### src/rtl/reference_stream_ctrl.sv
// rtl/reference_stream_ctrl.sv - read sequencer/streamer from reference_buffer to the correlator input.
// Optional REF_STREAM_LOOP_EN: continuous wrap-around streaming instead of one pass per start.
module reference_stream_ctrl #(
    parameter int BUFFER_LENGTH = 64,
    parameter int INDEX_BITS    = 6,
    parameter int I_BITS        = 12,
    parameter int Q_BITS        = 12
) (
    input  logic                  clk,
    input  logic                  reset,
    input  logic                  start,
    output logic                  m_axi_rvalid,
    output logic                  m_axi_rready,
    output logic [INDEX_BITS-1:0] m_axi_raddr,
    input  logic                  s_axi_rready,
    input  logic [I_BITS-1:0]     i,
    input  logic [Q_BITS-1:0]     q,
    input  logic                  s_axi_data_rvalid,
    output logic [I_BITS-1:0]     out_i,
    output logic [Q_BITS-1:0]     out_q,
    output logic                  out_valid,
    input  logic                  out_ready,
    output logic                  out_last,
    output logic                  busy,
    output logic                  done
);

    localparam int              CW       = INDEX_BITS + 1;
    localparam logic [CW-1:0]   LAST_IDX = CW'(BUFFER_LENGTH - 1);
    localparam logic [CW-1:0]   PASS_LEN = CW'(BUFFER_LENGTH);

    typedef enum logic [1:0] {S_IDLE, S_ISSUE, S_DRAIN, S_DONE} state_t;

    state_t                r_state;
    state_t                w_next;
    logic [INDEX_BITS-1:0] r_raddr;
    logic [CW-1:0]         r_issued;
    logic [CW-1:0]         r_ret_cnt;
    logic [1:0]            r_pending;
    logic [I_BITS-1:0]     r_fifo_i    [2];
    logic [Q_BITS-1:0]     r_fifo_q    [2];
    logic                  r_fifo_last [2];
    logic                  r_wr_ptr;
    logic                  r_rd_ptr;
    logic [1:0]            r_count;

    logic                  w_busy;
    logic [2:0]            w_outstanding;
    logic                  w_req_valid;
    logic                  w_req_fire;
    logic                  w_req_final;
    logic                  w_ret_fire;
    logic                  w_ret_last;
    logic                  w_out_valid;
    logic                  w_pop;
    logic                  w_head_last;
    logic                  w_last_pop;

    // Credit counts both in-flight reads and FIFO entries, so a return always finds space.
    assign w_busy        = (r_state == S_ISSUE) || (r_state == S_DRAIN);
    assign w_outstanding = {1'b0, r_pending} + {1'b0, r_count};
    assign w_req_valid   = (r_state == S_ISSUE) && (w_outstanding < 3'd2) && (r_issued < PASS_LEN);
    assign w_req_fire    = w_req_valid && s_axi_rready;
    assign w_req_final   = w_req_fire && (r_issued == LAST_IDX);
    assign w_ret_fire    = s_axi_data_rvalid && w_busy && (r_pending != 2'd0);
    assign w_ret_last    = (r_ret_cnt == LAST_IDX);
    assign w_out_valid   = (r_count != 2'd0);
    assign w_pop         = w_out_valid && out_ready;
    assign w_head_last   = r_fifo_last[r_rd_ptr];
    assign w_last_pop    = w_pop && w_head_last;

    always_ff @(posedge clk or posedge reset) begin
        if (reset) begin
            r_state <= S_IDLE;
        end else begin
            r_state <= w_next;
        end
    end

    always_comb begin
        w_next = r_state;
        case (r_state)
            S_IDLE: begin
                if (start) w_next = S_ISSUE;
            end
            S_ISSUE: begin
`ifndef REF_STREAM_LOOP_EN
                if (w_req_final) w_next = S_DRAIN;
`endif
            end
            S_DRAIN: begin
                if (w_last_pop) w_next = S_DONE;
            end
            S_DONE: begin
                w_next = S_IDLE;
            end
            default: w_next = S_IDLE;
        endcase
    end

    always_ff @(posedge clk or posedge reset) begin
        if (reset) begin
            r_raddr  <= '0;
            r_issued <= '0;
        end else if ((r_state == S_DRAIN) && w_last_pop) begin
            r_raddr  <= '0;
            r_issued <= '0;
        end else if (w_req_fire) begin
`ifdef REF_STREAM_LOOP_EN
            if (w_req_final) begin
                r_raddr  <= '0;
                r_issued <= '0;
            end else begin
                r_raddr  <= r_raddr + 1'b1;
                r_issued <= r_issued + 1'b1;
            end
`else
            r_raddr  <= r_raddr + 1'b1;
            r_issued <= r_issued + 1'b1;
`endif
        end
    end

    always_ff @(posedge clk or posedge reset) begin
        if (reset) begin
            r_pending <= 2'd0;
            r_ret_cnt <= '0;
        end else begin
            r_pending <= r_pending + {1'b0, w_req_fire} - {1'b0, w_ret_fire};
            if (w_ret_fire) begin
                r_ret_cnt <= w_ret_last ? '0 : r_ret_cnt + 1'b1;
            end
        end
    end

    // Two-entry FIFO; head is always registered, so there is no return-to-output bypass.
    always_ff @(posedge clk or posedge reset) begin
        if (reset) begin
            for (int k = 0; k < 2; k++) begin
                r_fifo_i[k]    <= '0;
                r_fifo_q[k]    <= '0;
                r_fifo_last[k] <= 1'b0;
            end
            r_wr_ptr <= 1'b0;
            r_rd_ptr <= 1'b0;
            r_count  <= 2'd0;
        end else begin
            if (w_ret_fire) begin
                r_fifo_i[r_wr_ptr]    <= i;
                r_fifo_q[r_wr_ptr]    <= q;
                r_fifo_last[r_wr_ptr] <= w_ret_last;
                r_wr_ptr              <= ~r_wr_ptr;
            end
            if (w_pop) begin
                r_rd_ptr <= ~r_rd_ptr;
            end
            r_count <= r_count + {1'b0, w_ret_fire} - {1'b0, w_pop};
        end
    end

`ifdef REF_STREAM_LOOP_EN
    logic r_done;

    always_ff @(posedge clk or posedge reset) begin
        if (reset) begin
            r_done <= 1'b0;
        end else begin
            r_done <= w_last_pop;
        end
    end

    assign done = r_done;
`else
    assign done = (r_state == S_DONE);
`endif

    assign m_axi_rvalid = w_req_valid;
    assign m_axi_rready = w_busy;
    assign m_axi_raddr  = r_raddr;
    assign busy         = w_busy;
    assign out_valid    = w_out_valid;
    assign out_i        = r_fifo_i[r_rd_ptr];
    assign out_q        = r_fifo_q[r_rd_ptr];
    assign out_last     = w_out_valid && w_head_last;

endmodule

### config.mk
export PLATFORM = sky130hd
export DESIGN_NAME = reference_stream_ctrl
export DESIGN_NICKNAME = d
export VERILOG_FILES = /design/src/rtl/reference_stream_ctrl.sv
export SDC_FILE = /design/constraint.sdc
export NUM_CORES = 1
export LEC_CHECK = 0
export CAP_MARGIN = 20
export CORE_MARGIN = 10
export CORE_UTILIZATION = 50
export CTS_CLUSTER_DIAMETER = 60
export DETAILED_ROUTE_END_ITERATION = 6
export GPL_ROUTABILITY_DRIVEN = 0
export PLACE_DENSITY = 0.77
export SYNTH_ARGS = -nofsm -noshare
export SYNTH_HDL_FRONTEND = slang
export SYNTH_SLANG_ARGS = --single-unit
### constraint.sdc
create_clock -name clk -period 3.6 [get_ports clk]
set_input_delay 0.36 -clock clk [delete_from_list [all_inputs] [get_ports clk]]
set_output_delay 0.36 -clock clk [all_outputs]
set_load 0.02 [all_outputs]
==> out/qor.txt <==
Layout Cells excl Fill: 449
async set-reset flop share out of synthesis: 100%
count of hold buffers inserted by post-cts repair: 0
timing startpoint of the critical path: r_count[0]
area leader, netlist: sky130_fd_sc_hd__dfrtp_1
Storage cell area: 0.00195 mm²
maximum buffer depth of the clock tree: 2
standby leakage power: 1.99 nW
Die Y-Extent: 105 µm
highest achievable clock rate: 313 MHz
DRT Pass-1 Iters: 4
CP Max Fanout: 11
minimum setup slack among reg-to-reg paths: 0.60 ns
Worst R2R Start: r_count[0]
warning count from the yosys run: 0
width of the die: 105 µm
summed negative setup slack over all endpoints: 0 ns
final clock period utilization by the worst path: 88.7%
number of vias in the routed layout: 2314
CP Cell Sequence: and2_1 -> fa_1 -> or4b_4 -> inv_1 -> clkdlybuf4s50_1
count of buffer and inverter cells on the critical path: 2
antenna violations before repair: 0
Critical Path Slowest Stage Cell: sky130_fd_sc_hd__clkdlybuf4s50_1
number of nets produced by synthesis: 321
Top Family by Delay on Critical Path: buffers and inverters
final setup margin: 0.407 ns
Final setup viols: 0
port buffer count: 65
number of post-CTS setup repair buffers: 0
Post-Synthesis Mean Instance Area: 12.9 µm²
Worst Setup Slack post-DPL: 0.590 ns
Cell variety after synth: 34
crit path time final: 3.19 ns
hold slack final: 0.497 ns
first-iteration detailed-routing DRC count: 95
global-route total usage across every layer: 13.6%
number of synthesized flops with an enable pin: 0
Routed Antenna Nets: 0
number of top-level design ports: 66
arrival time worst endpoint: 2.83 ns
synthesis-to-finish area growth: 27.9%
vias in the first global route: 2519
peak supply drop: 0.000562 V
Std-Cell Rows: 30
Core Box Area: 0.00691 mm²
most instantiated flip-flop cell in the synthesis netlist: sky130_fd_sc_hd__dfrtp_1
number of max-slew violations in the final report: 0
buffer type at the clock tree root: sky130_fd_sc_hd__clkbuf_8
Post-DP HPWL: 5170 µm
fraction of final layout cells with drive strength greater than 1: 27.8%
overflow left after global routing: 0
number of levels the H-tree was split into: 3
global-route wire length before repair: 12300 µm
most common cell after layout, fill and taps aside: sky130_fd_sc_hd__dfrtp_1
Synth Instances: 279
effective utilization at floorplan: 52.1%
required time of the critical path: 3.24 ns
path category of the worst min-delay check: input port to async pin
nature of the critical path endpoint: output port
source-to-sink clock delay at the later pin of the worst-skew pair: 0.35 ns
Overall Power: 4.66 mW
Area contributors post-synth: sky130_fd_sc_hd__dfrtp_1 (54%), sky130_fd_sc_hd__mux2_2 (23%), sky130_fd_sc_hd__ha_1 (3.8%)
setup repair after global routing missed its margin: no
number of storage elements in the synthesis netlist: 78
Wirelength per Cell: 16.0 µm
Largest stage delay, worst path: 0.67 ns
Post-route DRC: 0
number of vias per cell: 5.15
CTS tree: done
Worst Clk Skew: 0.0117 ns
run status: completed
commonest cells after routing, fill and taps aside: sky130_fd_sc_hd__dfrtp_1 (78), sky130_fd_sc_hd__mux2_2 (72), sky130_fd_sc_hd__clkdlybuf4s50_1 (65)
critical path type: register to output port
count of final hold-check violations: 0
sequential cell area fraction in the yosys report: 54.3%
combined area of the multi-input logic cells: 0.00155 mm²
max capacitance violation total: 0
clock slew at the register clock pins of the worst setup and hold paths: 0.08 ns
fin nets: 390
CTS Buf Count: 9
post-cts sizing count: 0
share of the synthesized area in the top cell type: 54.3%
Worst setup SP type: register
Die Footprint: 0.0110 mm²
antenna diode count: 0
maximum number of pins on one net before global-route repair: 41
total power per unit cell area: 1010 mW/mm²
worst relative slew slack: 44.2%
overall routed net length: 7200 µm
Layout fillers: 539
actual transition at the worst max-transition pin: 0.836 ns
Synth Cell Area: 0.00360 mm²
Placed Cells incl. Taps: 433
clk sink count: 78
## where the power goes
group	leakage [nW]	switching [mW]	internal, mW	total, mW
Combinational	0.937	1.07	1.25	2.32
Sequential	0.937	0.275	1.29	1.56
Clock	0.114	0.323	0.464	0.787
Total	1.99	1.66	3.00	4.66
## layout make-up
type                       count  share of cell area [%]
multi-input combinational    179                    33.8
clock buffer                  11                    2.86
inverter                      10                   0.816
clock inverter                 5                    2.31
timing repair buffer          70                    15.2
tap                           96                    2.61
sequential                    78                    42.4
## path summary, 6_finish.rpt
| path | to | cells after the start |
|---|---|---|
| min in group clk | r_fifo_last[0] | 2 |
| max in group asynchronous | r_state[1] | 3 |
| worst max register to register | r_pending[1] | 10 |
| worst max-delay path | m_axi_rvalid | 5 |
| worst min register to register | r_fifo_last[0] | 2 |
| worst min-delay path | r_fifo_i[16] | 2 |
## stage by stage
| step | utilization [%] | cell area [µm²] |
|---|---|---|
| floorplan | - | 3600 |
| global placement | 63.2 | 4360 |
| detailed placement | 63.2 | 4360 |
| CTS | 66.6 | 4600 |
| global route | 66.6 | 4600 |
| finish | 66.6 | 4600 |
## cell usage after synthesis (2+ instances only)
| cell type | instances |
|---|---|
| sky130_fd_sc_hd__nand3_1 | 9 |
| sky130_fd_sc_hd__nor2_1 | 16 |
| sky130_fd_sc_hd__and3_1 | 3 |
| sky130_fd_sc_hd__xnor2_1 | 8 |
| sky130_fd_sc_hd__a31oi_1 | 2 |
| sky130_fd_sc_hd__buf_1 | 2 |
| sky130_fd_sc_hd__nand4_1 | 4 |
| sky130_fd_sc_hd__clkbuf_1 | 2 |
| sky130_fd_sc_hd__xor2_1 | 9 |
| sky130_fd_sc_hd__buf_2 | 7 |
| sky130_fd_sc_hd__o31ai_1 | 3 |
| sky130_fd_sc_hd__a21oi_1 | 4 |
| sky130_fd_sc_hd__and2_1 | 2 |
| sky130_fd_sc_hd__nand2_1 | 15 |
| sky130_fd_sc_hd__dfrtp_1 | 78 |
| sky130_fd_sc_hd__ha_1 | 11 |
| sky130_fd_sc_hd__inv_1 | 9 |
| sky130_fd_sc_hd__mux2_2 | 72 |
| sky130_fd_sc_hd__o21ai_0 | 8 |
## kinds of logic (layout without fill, tap and decap cells)
logic type      after synthesis  count (layout)  synth area share, %
buf+inv                      22              96                 2.64
fa+ha+maj                    12              12                 4.38
mux                          74              74                 23.2
xor+xnor                     17              17                 4.14
compound gates               21              21                 3.79
flops                        78              78                 54.3
simple gates                 55              55                 7.55
## metal layers
metal | up-vias | share of wire [%] | track usage [%]
met5 | - | 0 | 0
met4 | 0 | 2.3 | 7.65
met3 | 11 | 3.8 | 2.89
met2 | 52 | 50 | 22.3
met1 | 1138 | 44 | 16.3
li1 | 1113 | - | -
## registers in the layout (all words and copies together), names as in the netlist
name         cells
r_fifo_i        24
r_fifo_q        24
r_issued         7
r_ret_cnt        7
m_axi_raddr      6
r_count          2
r_fifo_last      2
r_pending        2
r_state          2
r_rd_ptr         1
r_wr_ptr         1
(Power assumes the default switching activity.)
